File: config.mk
export PLATFORM = sky130hd
export DESIGN_NAME = fetch_unit_flat
export DESIGN_NICKNAME = d
export VERILOG_FILES = /design/src/rtl/roe_pkg.sv /design/src/rtl/fetch_unit_if.sv /design/src/rtl/fetch_perf_counter.sv /design/src/rtl/fetch_unit.sv /design/src/flat_wrapper.sv
export SDC_FILE = /design/constraint.sdc
export NUM_CORES = 1
export LEC_CHECK = 0
export BUFFER_PORTS_ARGS = -buffer_cell sky130_fd_sc_hd__buf_2
export CAP_MARGIN = 40
export CORE_MARGIN = 2
export CORE_UTILIZATION = 47
export DETAILED_ROUTE_END_ITERATION = 7
export PLACE_DENSITY = 0.76
export REMOVE_ABC_BUFFERS = 1
export SLEW_MARGIN = 10
export SYNTH_ARGS = -nofsm -noshare
export SYNTH_HDL_FRONTEND = slang
export SYNTH_SLANG_ARGS = --single-unit
File: constraint.sdc
create_clock -name clk -period 2.4 [get_ports clk]
set_input_delay 0.12 -clock clk [delete_from_list [all_inputs] [get_ports clk]]
set_output_delay 0.12 -clock clk [all_outputs]
set_load 0.03 [all_outputs]
File: src/rtl/roe_pkg.sv
// Shared R.O.E core definitions: fetch FSM state, special instruction words, decode typedefs.
package roe_pkg;

  localparam int unsigned INSTR_W     = 9;
  localparam int unsigned FETCH_CNT_W = 16;

  localparam logic [INSTR_W-1:0] HALT_INSTR = 9'h1FF;
  localparam logic [INSTR_W-1:0] NOP_INSTR  = 9'h000;

  typedef enum logic [1:0] {
    IDLE = 2'd0,
    RUN  = 2'd1,
    HALT = 2'd2
  } fetch_state_t;

  // Decode-side field types used by control
  typedef enum logic [2:0] {
    OP_ALU = 3'd0,
    OP_LDI = 3'd1,
    OP_LD  = 3'd2,
    OP_ST  = 3'd3,
    OP_BR  = 3'd4,
    OP_JMP = 3'd5,
    OP_IO  = 3'd6,
    OP_SYS = 3'd7
  } opcode_t;

  typedef enum logic [1:0] {
    FN_ADD = 2'd0,
    FN_SUB = 2'd1,
    FN_AND = 2'd2,
    FN_OR  = 2'd3
  } funct_t;

endpackage

File: src/rtl/fetch_unit_if.sv
// Fetch bus: instruction ROM port plus the decode-facing instruction/stall/redirect signals.
interface fetch_unit_if #(
  parameter int unsigned PC_W = 10
);
  import roe_pkg::*;

  logic [PC_W-1:0]    imem_addr;
  logic [INSTR_W-1:0] imem_rdata;
  logic [INSTR_W-1:0] instr;
  logic [PC_W-1:0]    instr_pc;
  logic               instr_valid;
  logic               stall;
  logic               branch_taken;
  logic [PC_W-1:0]    branch_target;

  modport master (
    output imem_addr, instr, instr_pc, instr_valid,
    input  imem_rdata, stall, branch_taken, branch_target
  );

  modport slave (
    input  imem_addr, instr, instr_pc, instr_valid,
    output imem_rdata, stall, branch_taken, branch_target
  );

endinterface

File: src/rtl/fetch_perf_counter.sv
// Saturating event counter for delivered instructions; synchronous clear wins over increment.
module fetch_perf_counter #(
  parameter int unsigned W = 16
) (
  input  logic         clk,
  input  logic         rst_n,
  input  logic         clr,
  input  logic         inc,
  output logic [W-1:0] count
);

  logic [W-1:0] count_q;

  always_ff @(posedge clk or negedge rst_n) begin
    if (!rst_n) begin
      count_q <= '0;
    end else if (clr) begin
      count_q <= '0;
    end else if (inc && (count_q != '1)) begin
      count_q <= count_q + W'(1);
    end
  end

  assign count = count_q;

endmodule

File: src/rtl/fetch_unit.sv
// R.O.E instruction fetch: owns the PC, drives a 1-cycle-latency ROM, handles stall/branch/halt.
// Optional FETCH_PERF_EN adds a saturating delivered-instruction counter on fetch_count.
module fetch_unit
  import roe_pkg::*;
#(
  parameter int unsigned PC_W     = 10,
  parameter int unsigned RESET_PC = 0
) (
  input  logic                   clk,
  input  logic                   rst_n,
  input  logic                   start,
  output logic                   halted,
`ifdef FETCH_PERF_EN
  output logic [FETCH_CNT_W-1:0] fetch_count,
`endif
  fetch_unit_if.master           bus
);

  localparam logic [PC_W-1:0] RST_PC = PC_W'(RESET_PC);

  fetch_state_t       state_q, state_d;
  logic [PC_W-1:0]    pc_q, pc_d;
  logic [PC_W-1:0]    ipc_q, ipc_d;
  logic               valid_q, valid_d;
  logic               halted_q, halted_d;
  logic [PC_W-1:0]    addr_c;
  logic [INSTR_W-1:0] instr_c;
  logic               hold_c;
  logic               halt_seen_c;
  logic               branch_c;

  assign instr_c     = valid_q ? bus.imem_rdata : NOP_INSTR;
  assign hold_c      = bus.stall && valid_q;
  assign halt_seen_c = valid_q && !bus.stall && (instr_c == HALT_INSTR);
  assign branch_c    = (state_q == RUN) && valid_q && !bus.stall && bus.branch_taken
                       && (instr_c != HALT_INSTR);

  // ROM address select; a stalled word is re-read so imem_rdata stays stable
  always_comb begin
    addr_c = pc_q;
    if (hold_c) begin
      addr_c = ipc_q;
    end else if (branch_c) begin
      addr_c = bus.branch_target;
    end else if ((state_q == HALT) && start) begin
      addr_c = RST_PC;
    end
  end

  always_ff @(posedge clk or negedge rst_n) begin
    if (!rst_n) begin
      state_q  <= IDLE;
      pc_q     <= RST_PC;
      ipc_q    <= RST_PC;
      valid_q  <= 1'b0;
      halted_q <= 1'b0;
    end else begin
      state_q  <= state_d;
      pc_q     <= pc_d;
      ipc_q    <= ipc_d;
      valid_q  <= valid_d;
      halted_q <= halted_d;
    end
  end

  always_comb begin
    state_d  = state_q;
    pc_d     = pc_q;
    ipc_d    = ipc_q;
    valid_d  = valid_q;
    halted_d = halted_q;
    case (state_q)
      IDLE: begin
        if (start) begin
          state_d = RUN;
          ipc_d   = pc_q;
          pc_d    = pc_q + PC_W'(1);
          valid_d = 1'b1;
        end
      end
      RUN: begin
        // Halt is checked before the advance so it beats a concurrent branch
        if (hold_c) begin
          state_d = RUN;
        end else if (halt_seen_c) begin
          state_d  = HALT;
          valid_d  = 1'b0;
          halted_d = 1'b1;
        end else begin
          ipc_d   = addr_c;
          pc_d    = addr_c + PC_W'(1);
          valid_d = 1'b1;
        end
      end
      HALT: begin
        if (start) begin
          state_d  = RUN;
          ipc_d    = RST_PC;
          pc_d     = RST_PC + PC_W'(1);
          valid_d  = 1'b1;
          halted_d = 1'b0;
        end
      end
      default: begin
        state_d = IDLE;
      end
    endcase
  end

  assign bus.imem_addr   = addr_c;
  assign bus.instr       = instr_c;
  assign bus.instr_pc    = ipc_q;
  assign bus.instr_valid = valid_q;
  assign halted          = halted_q;

`ifdef FETCH_PERF_EN
  logic start_ok_c;
  assign start_ok_c = start && ((state_q == IDLE) || (state_q == HALT));

  fetch_perf_counter #(
    .W (FETCH_CNT_W)
  ) u_perf (
    .clk   (clk),
    .rst_n (rst_n),
    .clr   (start_ok_c),
    .inc   (valid_q && !bus.stall),
    .count (fetch_count)
  );
`endif

endmodule
File: src/flat_wrapper.sv
// flat-port wrapper written by rule: the top's interface ports become plain ports
module fetch_unit_flat import roe_pkg::*;
#(
  parameter int unsigned PC_W     = 10,
  parameter int unsigned RESET_PC = 0
)
  (clk, rst_n, start, halted, bus_imem_addr, bus_instr, bus_instr_pc, bus_instr_valid, bus_imem_rdata, bus_stall, bus_branch_taken, bus_branch_target);
  fetch_unit_if #(.PC_W(PC_W)) bus_i ();
  input  logic clk;
  input  logic rst_n;
  input  logic start;
  output logic halted;
  output wire logic [$bits(bus_i.imem_addr)-1:0] bus_imem_addr;
  output wire logic [$bits(bus_i.instr)-1:0] bus_instr;
  output wire logic [$bits(bus_i.instr_pc)-1:0] bus_instr_pc;
  output wire logic [$bits(bus_i.instr_valid)-1:0] bus_instr_valid;
  input wire logic [$bits(bus_i.imem_rdata)-1:0] bus_imem_rdata;
  input wire logic [$bits(bus_i.stall)-1:0] bus_stall;
  input wire logic [$bits(bus_i.branch_taken)-1:0] bus_branch_taken;
  input wire logic [$bits(bus_i.branch_target)-1:0] bus_branch_target;
  assign bus_imem_addr = bus_i.imem_addr;
  assign bus_instr = bus_i.instr;
  assign bus_instr_pc = bus_i.instr_pc;
  assign bus_instr_valid = bus_i.instr_valid;
  assign bus_i.imem_rdata = bus_imem_rdata;
  assign bus_i.stall = bus_stall;
  assign bus_i.branch_taken = bus_branch_taken;
  assign bus_i.branch_target = bus_branch_target;
  fetch_unit #(.PC_W(PC_W), .RESET_PC(RESET_PC)) u_core (.clk(clk), .rst_n(rst_n), .start(start), .halted(halted), .bus(bus_i));
endmodule
Word-level counts from Yosys, hierarchy flattened
Index checks and enable logic that the tools add are counted.

$add $sub $neg: 2. Equal/unequal tests: 11. Mux-type cells: 26. Reductions and logical operators: 18.

Operators with widths (count): $mux W10 (11); $pmux W10 S3 (2); $add A10 B1 Y10 const B (2); $eq A9 B9 Y1 const B (1); $mux W9 (1); $ne A9 B9 Y1 const B (1); $logic_and A1 B1 Y1 (8); $ne A2 B2 Y1 const B (4); $mux W1 (6); $mux W2 (3); $reduce_and A5 Y1 (1); $ne A2 B1 Y1 const B (2); $pmux W1 S2 (2); $pmux W2 S2 (1); $reduce_and A4 Y1 (1); $reduce_bool A2 Y1 (2); $ne A3 B1 Y1 const B (1); $reduce_and A3 Y1 (1); $reduce_bool A3 Y1 (1); $eq A2 B1 Y1 const B (1); $eq A2 B2 Y1 const B (1); $logic_not A2 Y1 (1); $reduce_and A2 Y1 (1); $reduce_or A2 Y1 (1); $logic_not A1 Y1 (1).

Bits in registers: 24. Input port bits: 24. Output and inout port bits: 31. Logic and storage cells: 62.

Longest topological paths before layout
Depth in word-level cells: 11. Depth in mapped cells: 13. Gate-level depth less buffers: 13.

Worst setup path before layout
Ideal clock, no wire load.

Kind: register to register. From: reg u_core.valid_q, in the netlist u_core.bus.instr_valid. To: reg u_core.pc_q[6]. Setup time: 0.064 ns. Arrival: 2.967 ns. Required time: 2.336 ns. Slack: -0.631 ns. Stages on the path, launching flop included: 12. Path buffers: 0. Clock period less this slack: 3.031 ns. Path through: dfrtp_1 nand2_2 o31ai_4 nand3_2 a31oi_2 mux2i_2 inv_1 ha_1 o21ai_1 or4_1 nand3_1 a21o_1.

Word-level cells in the longest chain between the ends: 10. Elaborated cells between the ends (all ways): 19. Classes of those cells: add/sub: 1; eq/ne: 4; mux: 6; reduce/logical: 8.

RTL lines: start: declaration (RTL line fetch_unit.sv:24) `logic valid_q, valid_d;`; start signal: assignment (RTL line fetch_unit.sv:61) `valid_q <= valid_d;`; parallel branches: the longest is 5 deep, another holds $mux W10; $mux W10 (*) (RTL line fetch_unit.sv:41) `if (hold_c) begin`; via bus_imem_addr[0] (RTL line flat_wrapper.sv:13) `output wire logic [$bits(bus_i.imem_addr)-1:0] bus_imem_addr;`; $add A10 B1 Y10 (*) (RTL line fetch_unit.sv:91) `pc_d = addr_c + PC_W'(1);`; $mux W10 (*) (RTL line fetch_unit.sv:85) `end else if (halt_seen_c) begin`; $mux W10 (*) (RTL line fetch_unit.sv:83) `if (hold_c) begin`; $pmux W10 S3 (*) (RTL line fetch_unit.sv:72) `case (state_q)`; end signal: assignment (RTL line fetch_unit.sv:59) `pc_q <= pc_d;`; end: declaration (RTL line fetch_unit.sv:22) `logic [PC_W-1:0] pc_q, pc_d;`.

Mark *: on every way through the listed nets, which the timed path passes. The select of a mux whose other input is x is not followed. A chain may end at the register's enable or synchronous reset.

Worst setup path after layout
From: reg u_core.state_q[1]. To: reg u_core.pc_q[2].

Word-level cells in the longest chain between the ends: 11. Elaborated cells between the ends (all ways): 21. Classes of those cells: add/sub: 1; eq/ne: 6; mux: 6; reduce/logical: 8.

RTL lines: start: declaration (RTL line fetch_unit.sv:21) `fetch_state_t state_q, state_d;`; start signal: assignment (RTL line fetch_unit.sv:58) `state_q <= state_d;`; $eq A2 B1 Y1 (RTL line fetch_unit.sv:35, fetch_unit.sv:72); $logic_and A1 B1 Y1 (3 in a row) (RTL line fetch_unit.sv:35) `assign branch_c = (state_q == RUN) && valid_q && !bus.stall && bus.branch_taken`; $logic_and A1 B1 Y1 (RTL line fetch_unit.sv:36) `&& (instr_c != HALT_INSTR);`; $mux W10 (RTL line fetch_unit.sv:43) `end else if (branch_c) begin`; $mux W10 (RTL line fetch_unit.sv:41); $add A10 B1 Y10 (RTL line fetch_unit.sv:91); $mux W10 (RTL line fetch_unit.sv:85); $mux W10 (RTL line fetch_unit.sv:83); $pmux W10 S3 (RTL line fetch_unit.sv:72).

Parallel ways exist; a longest one is shown, timed or not. The select of a mux whose other input is x is not followed.

==> metrics.txt <==
Cell Pwr Density=1274 mW/mm2; Clock Power Share=0.079; gr usage total=0.2619; crit-path max FO=4; CTS tree=yes; crit path DAT=2.61 ns; Place WS=-0.1245 ns; Via density=5.973; register area share after synthesis=0.3063; Worst Skew=0.007166 ns; Routed Antenna Nets=0; leak pwr=1.288 nW; internal power=0.001732 W; proportion of layout cells with a drive suffix above 1=0.4396; initial antenna violation count=0; Yosys warnings=0; crit start category=flop; Final Max Tran Viols=0; routability cong.=approximately 1; Async SR Flop Fraction=1.000; critical path type=flop to flop; Initial Util=0.4901; Die H=between 60 and 70 um; ranking of synthesized cells by area=dfrtp_1, nand2_1, nor2_1; mapped cell area=0.001961 mm2; final setup fails=3; post-route worst setup slack=-0.04246 ns; WL/cell=16.91 um; Die Span X=68.59 um; Post-synth EDFFs=0; area delta synth->final=42.12%; Syn Inst Count=238; Sw Ratio=0.5119; fillers=318; fraction of synthesized cell area in xor and xnor cells=0.03127; Site Rows=23; Hold Slack=0.2206 ns; via count=between 2000 and 2500; RSZ-0062 raised after global routing=true; Avg Cell Area, Syn=8.238 um2; diode count=0; simple-gate share of the synthesized area=0.3057; Flop pwr share=0.228; DIE AREA=0.004704 mm2; post-route insts no fill=approximately 370; worst skew pair latency=0.27 ns; Port-buffer cells=54; Synth Register Bits=24; Final Cycle Share=1.018; I/O pin cnt=55; Psw=0.001817 W; Tmin final=about 2.4 ns; DP Area=0.002482 mm2; Hold Path Depth=3; outcome=finished, violations left; largest net degree at the start of global routing=31; Max Freq=between 0.4 and 0.5 GHz; clock-pin slew on the worst setup and hold paths=about 0.09 ns; Remaining DRCs=0; cell taking the most area after synthesis=dfrtp_1; Synth Flop Type=dfrtp_1; DP Cell Count=360; Synth Area in Compound Gates=0.2636; Nets=~350; adder-cell share of the synthesized area=0.03191; Peak VDD IR=0.8689 mV; Final HPWL DP=roughly 4300 um; Combinational Power Share=0.693; Final Hold Violating Endpoints=0; DRT iter0 DRCs=205; maxcap violations=0; setup TNS=-0.07647 ns; largest family of logic cells by synthesized area=simple AND/OR/NAND/NOR gates; Routed WL=6307 um; Critical Path RT=2.56 ns; first-pass GRT wire length=9273 um; Core ar.=about 0.004 mm2; Worst setup EP type=flop; share of the synthesized area in the top cell type=0.3063; post-synthesis mux area share=0.02489; Tightest Pin Transition=approximately 0.58 ns; fin area=0.002786 mm2; R2R depth=14; worst hold-check path type=primary input to flop; Yosys cell types=59; clock sinks=24; violated checks=negative setup slack; Root Buffer=clkbuf_8; vias in the first global route=1982; TritonCTS buffer count=3; GRT Residual Overflow=0; TritonRoute pass-1 iters=5; Max Root-Sink Buffers=2; Slew Limit Headroom=0.6123; H-tree levels=1
cells in the mapped netlist (2+ instances only):
cell / count
a22oi_1: 3
clkbuf_1: 11
and2_1: 12
o211ai_2: 3
a211oi_1: 2
nor2b_1: 2
o21ai_1: 5
nor3b_1: 3
inv_1: 5
mux2i_1: 2
a221oi_1: 8
o21ai_0: 8
nor2_1: 29
xor2_1: 3
o31ai_1: 2
nand3_1: 12
xnor2_1: 4
a21oi_1: 10
a22o_1: 2
nand3b_1: 2
nor3_1: 2
a31oi_1: 6
a21boi_0: 3
nand4_1: 2
dfrtp_1: 24
ha_1: 5
a211o_1: 2
nand2b_1: 2
o311ai_0: 3
buf_1: 2
or4_1: 2
nand2_1: 30
power groups by stage:
stage	sequential [W]	clock [W]	combinational [W]
floorplan	0.000916	0	0.00125
global placement	0.000786	0	0.00208
detailed placement	0.000793	0	0.00211
CTS	0.000785	0.000287	0.00215
global route	0.000833	0.000307	0.00265
finish	0.000809	0.000281	0.00246
sequential cells by signal, indices dropped and copies added, names as in the netlist:
name,cells
u_core.halted,1
u_core.pc_q,10
u_core.state_q,2
u_core.bus.instr_valid,1
u_core.bus.instr_pc,10
layout by cell type, fill, tap and decap left out, types with 5 or more instances in the layout:
| cell | synthesis | layout |
|---|---|---|
| a31oi_1 | 6 | 5 |
| buf_2 | 0 | 54 |
| buf_4 | 0 | 34 |
| a221oi_1 | 8 | 8 |
| o21ai_0 | 8 | 5 |
| and2_1 | 12 | 10 |
| nor2_1 | 29 | 29 |
| dfrtp_1 | 24 | 23 |
| nand2_1 | 30 | 27 |
| a21oi_1 | 10 | 9 |
| nand3_1 | 12 | 11 |
logic make-up (layout without fill, tap and decap cells):
family / after synthesis / in the layout
and+or+nand+nor: 112 / 112
buffers and inverters: 19 / 104
xor gates and xnor gates: 7 / 7
AOI/OAI and AO/OA: 67 / 67
DFF: 24 / 24
adders and majority gates: 5 / 5
muxes: 4 / 4
what timing repair did:
| action | CTS | global route |
|---|---|---|
| resized for setup | 7 | 38 |
| setup buffers | 2 | 6 |
| endpoints found under the hold margin | 24 | 0 |
| hold buffers | 1 | 0 |
| endpoints found under the setup margin | 5 | 7 |
| pin swaps | 7 | 17 |
routing by layer:
layer,global-route usage,vias to the layer above,share of wire
met5,0,-,0
met4,0.05500,0,0.014
met3,0.05032,10,0.058
met2,0.4471,86,0.49
met1,0.3424,1086,0.43
li1,-,1046,-
metrics by stage:
stage,power [W],util
2_1_floorplan,0.002166,-
3_3_place_gp,0.002862,0.6206
3_5_place_dp,0.002905,0.6206
4_1_cts,0.003226,0.6444
5_1_grt,0.003795,0.6966
6_report,0.003549,0.6966
path summary, 6_finish.rpt:
kind	startpoint	to	slack, ns
hold reg to reg	u_core.bus.instr_pc[1]$_DFFE_PN0P_	u_core.bus.instr_pc[1]$_DFFE_PN0P_	0.53
hold / removal	start	u_core.state_q[1]$_DFFE_PN0P_	0.22
min in group asynchronous	rst_n	u_core.bus.instr_pc[5]$_DFFE_PN0P_	0.38
setup reg to reg	u_core.state_q[1]$_DFFE_PN0P_	u_core.pc_q[2]$_DFFE_PN0P_	-0.04
max in group asynchronous	rst_n	u_core.bus.instr_valid$_DFFE_PN0P_	1.60
setup / recovery	u_core.state_q[1]$_DFFE_PN0P_	u_core.pc_q[2]$_DFFE_PN0P_	-0.04
worst max-delay path, cell delays in order, from the launching register on:
cell	delay (ns)
dfrtp_1	0.41
inv_2	0.09
ha_4	0.13
and4b_2	0.27
o31ai_4	0.10
nand3_2	0.10
a31oi_4	0.10
mux2i_2	0.22
inv_2	0.07
ha_4	0.18
buf_6	0.12
xor2_1	0.16
a22o_1	0.19
a21oi_2	0.13
o21ai_1	0.07
area by class of cell:
class                      instances  area (um2)  share of cell area
tap                               50       62.56             0.02245
timing repair buffer              94       600.6              0.2155
multi-input combinational        195        1444              0.5182
clock buffer                       4       55.05             0.01976
sequential                        24       601.8              0.2160
inverter                           6       22.52            0.008083
Note: power is estimated with default switching activity, not from simulation.
